===== src/rtl/bpd_pkg.sv =====
// Shared types and defaults for the serial bit pattern detector.
package bpd_pkg;

  typedef enum logic [1:0] {
    IDLE = 2'd0,
    FILL = 2'd1,
    RUN  = 2'd2
  } bpd_state_t;

  localparam int DEF_PAT_LEN = 4;
  localparam logic [DEF_PAT_LEN-1:0] DEF_PATTERN = 4'b1011;

endpackage


===== src/rtl/sat_counter.sv =====
// Saturating up-counter with a sticky flag for an
// increment attempted at the maximum value.
module sat_counter #(
  parameter int W = 8
)(
  input  logic         clk,
  input  logic         rst,
  input  logic         clr,
  input  logic         inc,
  output logic [W-1:0] q,
  output logic         sat
);

  always_ff @(posedge clk) begin
    if (rst || clr) begin
      q   <= '0;
      sat <= 1'b0;
    end else if (inc) begin
      if (&q) begin
        sat <= 1'b1;
      end else begin
        q <= q + 1'b1;
      end
    end
  end

endmodule


===== src/rtl/bit_pattern_detector.sv =====
// Serial pattern matcher: sliding window, fill/run FSM,
// registered detect pulse and saturating match counter.
module bit_pattern_detector
  import bpd_pkg::*;
#(
  parameter int                 PAT_LEN = DEF_PAT_LEN,
  parameter logic [PAT_LEN-1:0] PATTERN = DEF_PATTERN,
  parameter int                 CNT_W   = 8
)(
  input  logic             clk,
  input  logic             rst,
  input  logic             in_valid,
  input  logic             in_bit,
  input  logic             clear,
  output logic             detect,
  output logic [CNT_W-1:0] match_count,
  output logic             overflow,
  output logic [1:0]       state_o
);

  localparam int FW = $clog2(PAT_LEN + 1);
  localparam logic [FW-1:0] LAST = FW'(PAT_LEN - 1);
  localparam logic [FW-1:0] FULL = FW'(PAT_LEN);

  bpd_state_t         state;
  bpd_state_t         state_nxt;
  logic [PAT_LEN-1:0] window;
  logic [PAT_LEN-1:0] win_nxt;
  logic [FW-1:0]      fill;
  logic               full_now;
  logic               hit;

  assign win_nxt = {window[PAT_LEN-2:0], in_bit};

  // the bit being accepted counts toward a full window
  assign full_now = (fill >= LAST);
  assign hit = in_valid && !clear && full_now
             && (win_nxt == PATTERN);

  always_comb begin
    state_nxt = state;
    if (clear) begin
      state_nxt = IDLE;
    end else if (in_valid) begin
      unique case (state)
        IDLE:    state_nxt = FILL;
        FILL:    if (fill == LAST) state_nxt = RUN;
        RUN:     state_nxt = RUN;
        default: state_nxt = IDLE;
      endcase
    end
  end

  always_ff @(posedge clk) begin
    if (rst) begin
      state <= IDLE;
    end else begin
      state <= state_nxt;
    end
  end

  always_ff @(posedge clk) begin
    if (rst || clear) begin
      window <= '0;
      fill   <= '0;
      detect <= 1'b0;
    end else begin
      detect <= hit;
      if (in_valid) begin
        window <= win_nxt;
        if (fill != FULL) fill <= fill + 1'b1;
      end
    end
  end

  sat_counter #(
    .W (CNT_W)
  ) u_cnt (
    .clk (clk),
    .rst (rst),
    .clr (clear),
    .inc (hit),
    .q   (match_count),
    .sat (overflow)
  );

  assign state_o = state;

endmodule

===== config.mk =====
export PLATFORM = sky130hd
export DESIGN_NAME = bit_pattern_detector
export DESIGN_NICKNAME = d
export VERILOG_FILES = /design/src/rtl/bpd_pkg.sv /design/src/rtl/sat_counter.sv /design/src/rtl/bit_pattern_detector.sv
export SDC_FILE = /design/constraint.sdc
export NUM_CORES = 1
export LEC_CHECK = 0
export BUFFER_PORTS_ARGS = -buffer_cell sky130_fd_sc_hd__buf_4
export CAP_MARGIN = 20
export CORE_MARGIN = 1
export CORE_UTILIZATION = 28
export CTS_BUF_LIST = sky130_fd_sc_hd__clkbuf_16
export CTS_CLUSTER_SIZE = 25
export DETAILED_ROUTE_END_ITERATION = 8
export SKIP_LAST_GASP = 1
export SLEW_MARGIN = 10
export SYNTH_ARGS = -nofsm -noshare
export SYNTH_HDL_FRONTEND = slang
export SYNTH_SLANG_ARGS = --single-unit

===== constraint.sdc =====
create_clock -name clk -period 2.1 [get_ports clk]
set_input_delay 0.315 -clock clk [delete_from_list [all_inputs] [get_ports clk]]
set_output_delay 0.315 -clock clk [all_outputs]
set_load 0.02 [all_outputs]

======== After elaboration in Yosys (flattened, before gate mapping) ========
Cells that the tools add are included.
word-level totals
  output and inout port bits .............. 12
  flip-flop bits (word level) ............. 18
  word-level logic and storage cells ...... 30
operators by class
  bitwise operators ....................... 1
  equality and inequality tests ........... 6
  multiplexer cells ....................... 2
  $add $sub $neg .......................... 2
  reduce and logical (&&, ||, !) cells .... 12
  magnitude comparators ................... 1
operator list
  kind                   number
  $reduce_and A9 Y1      1
  $add A8 B1 Y8 const B  1
  $reduce_and A8 Y1      1
  $pmux W2 S3            1
  $reduce_and A2 Y1      3
  $eq A4 B4 Y1 const B   1
  $add A3 B1 Y3 const B  1
  $eq A3 B2 Y1 const B   1
  $ge A3 B2 Y1 const B   1
  $logic_and A1 B1 Y1    3
  $ne A3 B3 Y1 const B   1
  $eq A2 B1 Y1 const B   1
  $eq A2 B2 Y1 const B   1
  $logic_not A2 Y1       1
  $mux W2                1
  $ne A2 B2 Y1 const B   1
  $reduce_or A2 Y1       1
  $logic_not A1 Y1       1
  $logic_or A1 B1 Y1     1
  $not A1 Y1             1

======== Longest topological paths before layout ========
Gate-level depths: netlist (run 1).
  word-level depth ........................ 5
  mapped depth ............................ 7
  depth with buffers taken out ............ 6

======== Hierarchy ========
From an unflattened synthesis (run 1), not the netlist that was laid out.
second synthesis, totals
  cells, all modules ...................... 102
  area, all modules ....................... 928.4 sq um
by module, submodules not included
  module                area an instance (sq um)  times used  sequential area each (sq um)  cells each
  bit_pattern_detector  467.9                     1           180.2                         50
  sat_counter           460.4                     1           180.2                         52

======== Least setup slack after synthesis (run 1) ========
No wires, ideal clock.
  kind .................................... reg-to-reg
  from .................................... register fill[0]
  to ...................................... register u_cnt.q[3]
  library setup time ...................... 0.115 ns
  stages on the path, launching flop included .. 8
  arrival time ............................ 1.581 ns
  path slack .............................. 0.405 ns
  required time ........................... 1.985 ns
  cell sequence ........................... dfxtp_1 > ha_1 > ha_1 > a211o_2 > and4_1 > buf_6 > and3_1 > o21a_1
on the way
  word-level cells in the longest chain between the ends .. 4
ends and longest elaborated chain
  element                      line                        source
  start: declaration           bit_pattern_detector.sv:29  logic [FW-1:0] fill;
  start signal: assignment     bit_pattern_detector.sv:71  if (fill != FULL) fill <= fill + 1'b1;
  $ge A3 B2 Y1                 bit_pattern_detector.sv:36  assign full_now = (fill >= LAST);
  $logic_and A1 B1 Y1          bit_pattern_detector.sv:37  assign hit = in_valid && !clear && full_now
  $logic_and A1 B1 Y1          bit_pattern_detector.sv:38  && (win_nxt == PATTERN);
  $reduce_and A2 Y1 (no line)  -
  end signal: assignment       sat_counter.sv:22           q <= q + 1'b1;
  end: declaration             sat_counter.sv:10           output logic [W-1:0] q,
No other way between the ends.
A chain may end at the register's enable or synchronous reset.

======== Worst setup path in the final report (run 1) ========
Ends and elaborated chain as after synthesis.

==> results of run 1 <==
[power breakdown]
part,internal [mW],switching (mW),total (mW)
Combinational,0.0175,0.0210,0.0385
Sequential,0.345,0.00337,0.349
Clock,0.253,0.130,0.383
Total,0.616,0.154,0.770
[worst max path at each step]
stage,from,end,slack (ps),cells after the start
3_5_place_dp,fill[0],u_cnt.q[3],360,6
3_3_place_gp,fill[0],u_cnt.q[3],420,6
4_1_cts,fill[0],u_cnt.q[3],340,6
5_1_grt,fill[0],u_cnt.q[7],240,6
6_report,fill[0],u_cnt.q[3],350,6
2_1_floorplan,fill[0],u_cnt.q[3],400,7
[final cells by class]
class                           instances  share of cell area
Multi-Input combinational cell         73               0.438
Sequential cell                        18               0.313
Timing Repair Buffer                   16               0.104
Clock buffer                            3              0.0651
Tap cell                               44              0.0478
Inverter                                9              0.0293
Clock inverter                          1             0.00326
[stage by stage]
stage / instances / power [mW]
after global routing: 164 / 0.801
after CTS: 164 / 0.782
final: 164 / 0.770
after detailed placement: 160 / 0.396
after floorplan: 104 / 0.383
after global placement: 160 / 0.394
[cell families after synthesis]
kind of cell             Yosys count  share of synthesized area
AO/OA/AOI/OAI                     22                      0.150
XOR/XNOR                           1                    0.00944
adder cells (fa/ha/maj)            6                     0.0809
buffers and inverters             13                     0.0687
flip-flops                        18                      0.388
multiplexers                       5                     0.0539
AND/OR/NAND/NOR                   39                      0.249
[metal layers]
layer,global-route usage,part of all wire,vias up
met5,0,0,-
met4,0.0698,0.019,0
met3,0.0197,0.041,4
met2,0.205,0.46,22
met1,0.146,0.48,369
li1,-,-,402
[worst reg2reg max path: stages (launching register included)]
cell,delay [ps]
sky130_fd_sc_hd__dfxtp_1,350
sky130_fd_sc_hd__ha_1,210
sky130_fd_sc_hd__ha_1,190
sky130_fd_sc_hd__a211o_2,310
sky130_fd_sc_hd__and4_1,230
sky130_fd_sc_hd__and3_1,200
sky130_fd_sc_hd__o21a_1,160
[flip-flops by register name, indices dropped and copies added (netlist names)]
signal and count:
detect 1, state_o 2, fill 3, u_cnt.q 8, window 3, u_cnt.sat 1
[cell usage after synthesis, drive strengths merged]
| library cell | count | area, sq um |
|---|---|---|
| dfxtp | 18 | 360 |
| nor2 | 13 | 48.8 |
| inv | 9 | 33.8 |
| a21oi | 6 | 30.0 |
| ha | 6 | 75.1 |
| mux2i | 5 | 50.1 |
| o21ai | 5 | 25.0 |
| a31oi | 4 | 25.0 |
| and3 | 4 | 26.3 |
| nand3 | 4 | 32.5 |
| nand2 | 3 | 11.3 |
| and2 | 2 | 12.5 |
| and4 | 2 | 17.5 |
| and4b | 2 | 23.8 |
| buf | 2 | 22.5 |
| clkbuf | 2 | 7.51 |
| nor3 | 2 | 10.0 |
| or2 | 2 | 12.5 |
| a211o | 1 | 10.0 |
| a211oi | 1 | 7.51 |
| a21boi | 1 | 7.51 |
| a31o | 1 | 8.76 |
| a41o | 1 | 10.0 |
| and2b | 1 | 8.76 |
| nand4 | 1 | 6.26 |
| o211ai | 1 | 7.51 |
| o21a | 1 | 7.51 |
| or2b | 1 | 7.51 |
| or3 | 1 | 6.26 |
| or4 | 1 | 7.51 |
| xnor2 | 1 | 8.76 |
==> impl_results.md, run 1 <==
- Worst slack on hold paths: 240 ps
- Worst setup path class: reg -> reg
- Setup repair after global routing missed its margin: false
- Number of nets produced by synthesis: 115
- Buffer type at the clock tree root: sky130_fd_sc_hd__clkbuf_16
- Number of I/O pins: 17
- Leakage power: ~0.48 nW
- Final count of hold timing violations: 0
- Ratio of cells with drive above 1 in the final layout: 0.225
- Crit path required time: 2250 ps
- Post-CTS clock slew at the launch and capture registers of the worst setup and hold paths: 50 ps
- Max transition margin: 0.723
- Pre-antenna DRT Iters: 4
- Worst r2r src: fill[0]
- Global router's overall resource usage: 0.122
- Total of buffers placed on input and output ports: 16
- Worst Setup End Kind: flop
- Number of cells on the worst hold path: 2
- Crit path largest cell delay: between 300 and 400 ps
- Part of the Yosys area used for sequential elements: 0.388
- Average detailed-routed wire length per instance: between 10 and 15 microns
- Total negative setup slack: 0 ps
- Result of the run: completed
- Total buffers and inverters traversed by the critical path: 0
- Final HPWL DP: 1.38 mm
- WL final: ~1.8 mm
- Hold Crit Endpoint: detect
- Postcts setup bufs: 0
- Die area: between 3000 and 4000 sq um
- Number of diodes added for antenna fixing: 0
- Most common library cell in the layout ignoring fill and taps: sky130_fd_sc_hd__dfxtp_1
- Depth of the most critical reg-to-reg path: 6
- Register area: 360 sq um
- Clock latency on the worst-skew pair: between 200 and 300 ps
- Largest net degree at the start of global routing: 17
- Filler cell count in the final layout: ~340
- Cell chain of the critical path: ha_1, ha_1, a211o_2, and4_1, and3_1, o21a_1
- Number of different library cells in the post-synthesis netlist: 34
- Synth Warn #: 0
- Worst slack at placement: around 360 ps
- Die Span Y: slightly below 60 microns
- Cts hold-fix bufs: 0
- Share of the clock period used by the worst path: 0.834
- Post-layout utilization of the core: 0.371
- Total congestion overflow after global routing: 0
- Maximum root-to-sink buffer count: 2
- Clock tree from TritonCTS: done
- Avg Vias per Cell: 4.86
- CP most frequent cell: sky130_fd_sc_hd__ha_1
- Period minus WS final: between 1500 and 2000 ps
- Largest fanout on the critical path: 7
- Crit path launch type: flop
- Final setup margin: ~350 ps
- Setup slack of the worst register-to-register path: roughly 350 ps
- Core area: between 3000 and 4000 sq um
- Nets@finish: approximately 130
- Width of the chip: roughly 60 microns
- Critical Path Slowest Stage Cell: sky130_fd_sc_hd__dfxtp_1
- Via count of the first global-routing pass: between 700 and 800
- Total area of multi-input combinational cells: a little over 500 sq um
- Number of pins exceeding their max-slew limit in the final report: 0
- Finish-stage setup viols: 0
- Syn Inst Count: about 100
- Dominant delay contributor by cell family on the critical path: compound AO/OA/AOI/OAI gates
- Total of max-cap violations: 0
- Number of nets still failing antenna checks after routing: 0
- Final setup skew: 5.21 ps
- Routability cong.: 0.825
- Hold_sp: rst
- Detailed-route via count: 797
- Synthesized flop and latch total: 18
- First-pass GRT wire length: between 3 and 4 mm
- Initial antenna violation count: 0
- Maximum clock rate: 0.571 GHz
- Data arrival time of the worst path: about 1900 ps
- Initial cell density of the core: 0.299
- Worst hold path type: in -> reg
- Final standard cell area without fillers: approximately 1200 sq um
- CTS Buf Count: 3
- Most frequent cells in the layout: sky130_fd_sc_hd__dfxtp_1 (18), sky130_fd_sc_hd__buf_4 (16), sky130_fd_sc_hd__nor2_1 (13), sky130_fd_sc_hd__inv_1 (9)
- Residual DRC: 0
- Worst-margin pin slew: between 400 and 500 ps
- Clock sink count: 18
- IR drop worst, VDD: around 0.30 mV
- CTS H-tree depth: 1
- Standard cell area after detailed placement: about 1100 sq um
- Count of cells resized by post-cts repair: 0
- Critical register-to-register path endpoint: u_cnt.q[3]
- Floorplan row count: 20
- Layout Area Growth over Synthesis: 24.1%
- Power density relative to cell area: 668 nW/um^2
- Cell area after synthesis: ~930 sq um
- Initial drt markers: 11
- Mapped Avg Cell Area: about 9 sq um
Power figures use the tool's default switching activity.
==> run 2: changes to the inputs <==
clock period = 1.59 ns   (was 2.1 ns; I/O delays follow)
==> impl_results.md, run 2 (synthesis gave the netlist of run 1 again) <==
- Result of the run: completed
- Maximum root-to-sink buffer count: 2 (unchanged)
- Ratio of cells with drive above 1 in the final layout: 0.338 (+0.113)
- Die area: 3550 sq um (unchanged)
- Power density relative to cell area: 802 nW/um^2 (+20%)
- Critical Path Slowest Stage Cell: sky130_fd_sc_hd__dfxtp_4
- Crit path launch type: flop
- Share of the clock period used by the worst path: 0.978 (+0.144)
- Initial cell density of the core: 0.299 (unchanged)
- Avg Vias per Cell: 4.76 (-2.1%)
- Most frequent cells in the layout: sky130_fd_sc_hd__buf_4 (26), sky130_fd_sc_hd__dfxtp_1 (16), sky130_fd_sc_hd__nor2_1 (13), sky130_fd_sc_hd__inv_1 (9), sky130_fd_sc_hd__a21oi_1 (6)
- Final standard cell area without fillers: 1280 sq um (+11%)
- Final count of hold timing violations: 0 (unchanged)
- Floorplan row count: 20 (unchanged)
- Worst hold path type: in -> reg
- Width of the chip: 59.6 microns (unchanged)
- Period minus WS final: 1560 ps (-196 ps)
- Maximum clock rate: 0.643 GHz (+13%)
- Placed instance count: 170 (+6.3%)
- Most common library cell in the layout ignoring fill and taps: sky130_fd_sc_hd__buf_4
- Layout Area Growth over Synthesis: 37.6%
- WL final: 2.00 mm (+9.4%)
- Setup repair after global routing missed its margin: false
- Crit path largest cell delay: 340 ps (about the same)
- Via count of the first global-routing pass: 783 (+7.3%)
- Total of max-cap violations: 0 (unchanged)
- Number of nets still failing antenna checks after routing: 0 (unchanged)
- Number of pins exceeding their max-slew limit in the final report: 0 (unchanged)
- Buffer type at the clock tree root: sky130_fd_sc_hd__clkbuf_16
- Average detailed-routed wire length per instance: 11.5 microns (+3.1%)
- Residual DRC: 0 (unchanged)
- Post-CTS clock slew at the launch and capture registers of the worst setup and hold paths: 50 ps (about the same)
- First-pass GRT wire length: 3.41 mm (+7.4%)
- Worst Setup End Kind: flop
- CTS H-tree depth: 1 (unchanged)
- Max transition margin: 0.745 (+0.0223)
- Final setup skew: 4.73 ps (-0.479 ps)
- CTS Buf Count: 3 (unchanged)
- Total congestion overflow after global routing: 0 (unchanged)
- Nets@finish: 142 (+7.6%)
- Routability cong.: 0.758 (-8.1%)
- Number of diodes added for antenna fixing: 0 (unchanged)
- Die Span Y: 59.6 microns (unchanged)
- Post-layout utilization of the core: 0.412 (+0.0403)
- Final std cells w/o fill: 174 (+6.1%)
- Number of flip-flops in the largest register: 8 (unchanged)
- Pre-antenna DRT Iters: 4 (unchanged)
- Top register by number of flip-flops: u_cnt.q
- Clock tree from TritonCTS: done
- Core area: 3100 sq um (unchanged)
- Total of buffers placed on input and output ports: 16 (unchanged)
- Clock sink count: 18 (unchanged)
- Cell chain of the critical path: ha_4, ha_4, a211o_4, and4_4, and3_4, o21a_1
- Number of I/O pins: 17 (unchanged)
- Crit path required time: 1730 ps (-520 ps)
- Largest fanout on the critical path: 7 (unchanged)
- Data arrival time of the worst path: 1700 ps (-200 ps)
- Cts hold-fix bufs: 0 (unchanged)
- Registers with the highest flip-flop counts: u_cnt.q x8, fill x3, window x3
- Finish-stage setup viols: 0 (unchanged)
- Detailed-route via count: 828 (+3.9%)
- Standard cell area after detailed placement: 1190 sq um (+11%)
- CP most frequent cell: sky130_fd_sc_hd__ha_4
- Worst-margin pin slew: 378 ps (-33.7 ps)
- Clock latency on the worst-skew pair: 250 ps (about the same)
- Worst setup path class: reg -> reg
- Final HPWL DP: 1.49 mm (+8.0%)
- Largest net degree at the start of global routing: 16 (-1)
- IR drop worst, VDD: 0.384 mV (+26%)
- Initial drt markers: 15 (+4)
- Leakage power: 0.537 nW (+11%)
- Initial antenna violation count: 0 (unchanged)
- Global router's overall resource usage: 0.133 (+0.0110)
[run 2: layout make-up]
cell class	count	area, sq um
inverters	9	33.8
flip-flops and latches	18	365
fillers	334	1830
multi-input cells	73	549
repair buffers	26	195
clock buffers	3	75.1
clock inverters	1	3.75
well taps	44	55.1
[run 2: critical path, delay by kind of cell, from the launching register on]
family                     cells  cell delay [ps]
AOI/OAI and AO/OA              2              450
DFF                            1              340
and+or+nand+nor                2              350
adders and majority gates      2              310
[run 2: per-stage QoR]
stage / setup slack [ps] / hold slack (ps) / TNS [ps] / power (mW)
after floorplan: -76.6 / 311 / -110 / 0.507
after global placement: -45.1 / 413 / -45.1 / 0.525
after detailed placement: -74.8 / 417 / -111 / 0.527
after CTS: 33.6 / 152 / 0 / 1.04
after global routing: 2.09 / 167 / 0 / 1.07
final: 34.8 / 153 / 0 / 1.02
[run 2: repair_timing]
item,in CTS,in global routing
endpoints found under the setup margin,3,1
pin swaps,1,0
setup buffers,0,0
resized for setup,2,1
[run 2: final timing paths]
kind / startpoint / endpoint / slack, ps / cells past startpoint
worst max-delay path: fill[0] / u_cnt.q[3] / 30 / 6
worst min-delay path: rst / detect / 150 / 2
worst max register to register: fill[0] / u_cnt.q[3] / 30 / 6
worst min register to register: u_cnt.sat / u_cnt.sat / 480 / 2
[run 2: routing by layer]
layer | wire (microns) | part of all wire | global-route usage | up-vias
met3 | 86 | 0.043 | 0.0328 | 4
met1 | 923 | 0.46 | 0.160 | 391
met4 | 45 | 0.023 | 0.0698 | 0
met5 | 0 | 0 | 0 | -
li1 | - | - | - | 417
met2 | 942 | 0.47 | 0.218 | 16
[run 2: power by group]
part           switching (mW)  internal (mW)  total (mW)
Clock                   0.173          0.334       0.508
Sequential            0.00406          0.456       0.460
Combinational          0.0298         0.0273      0.0571
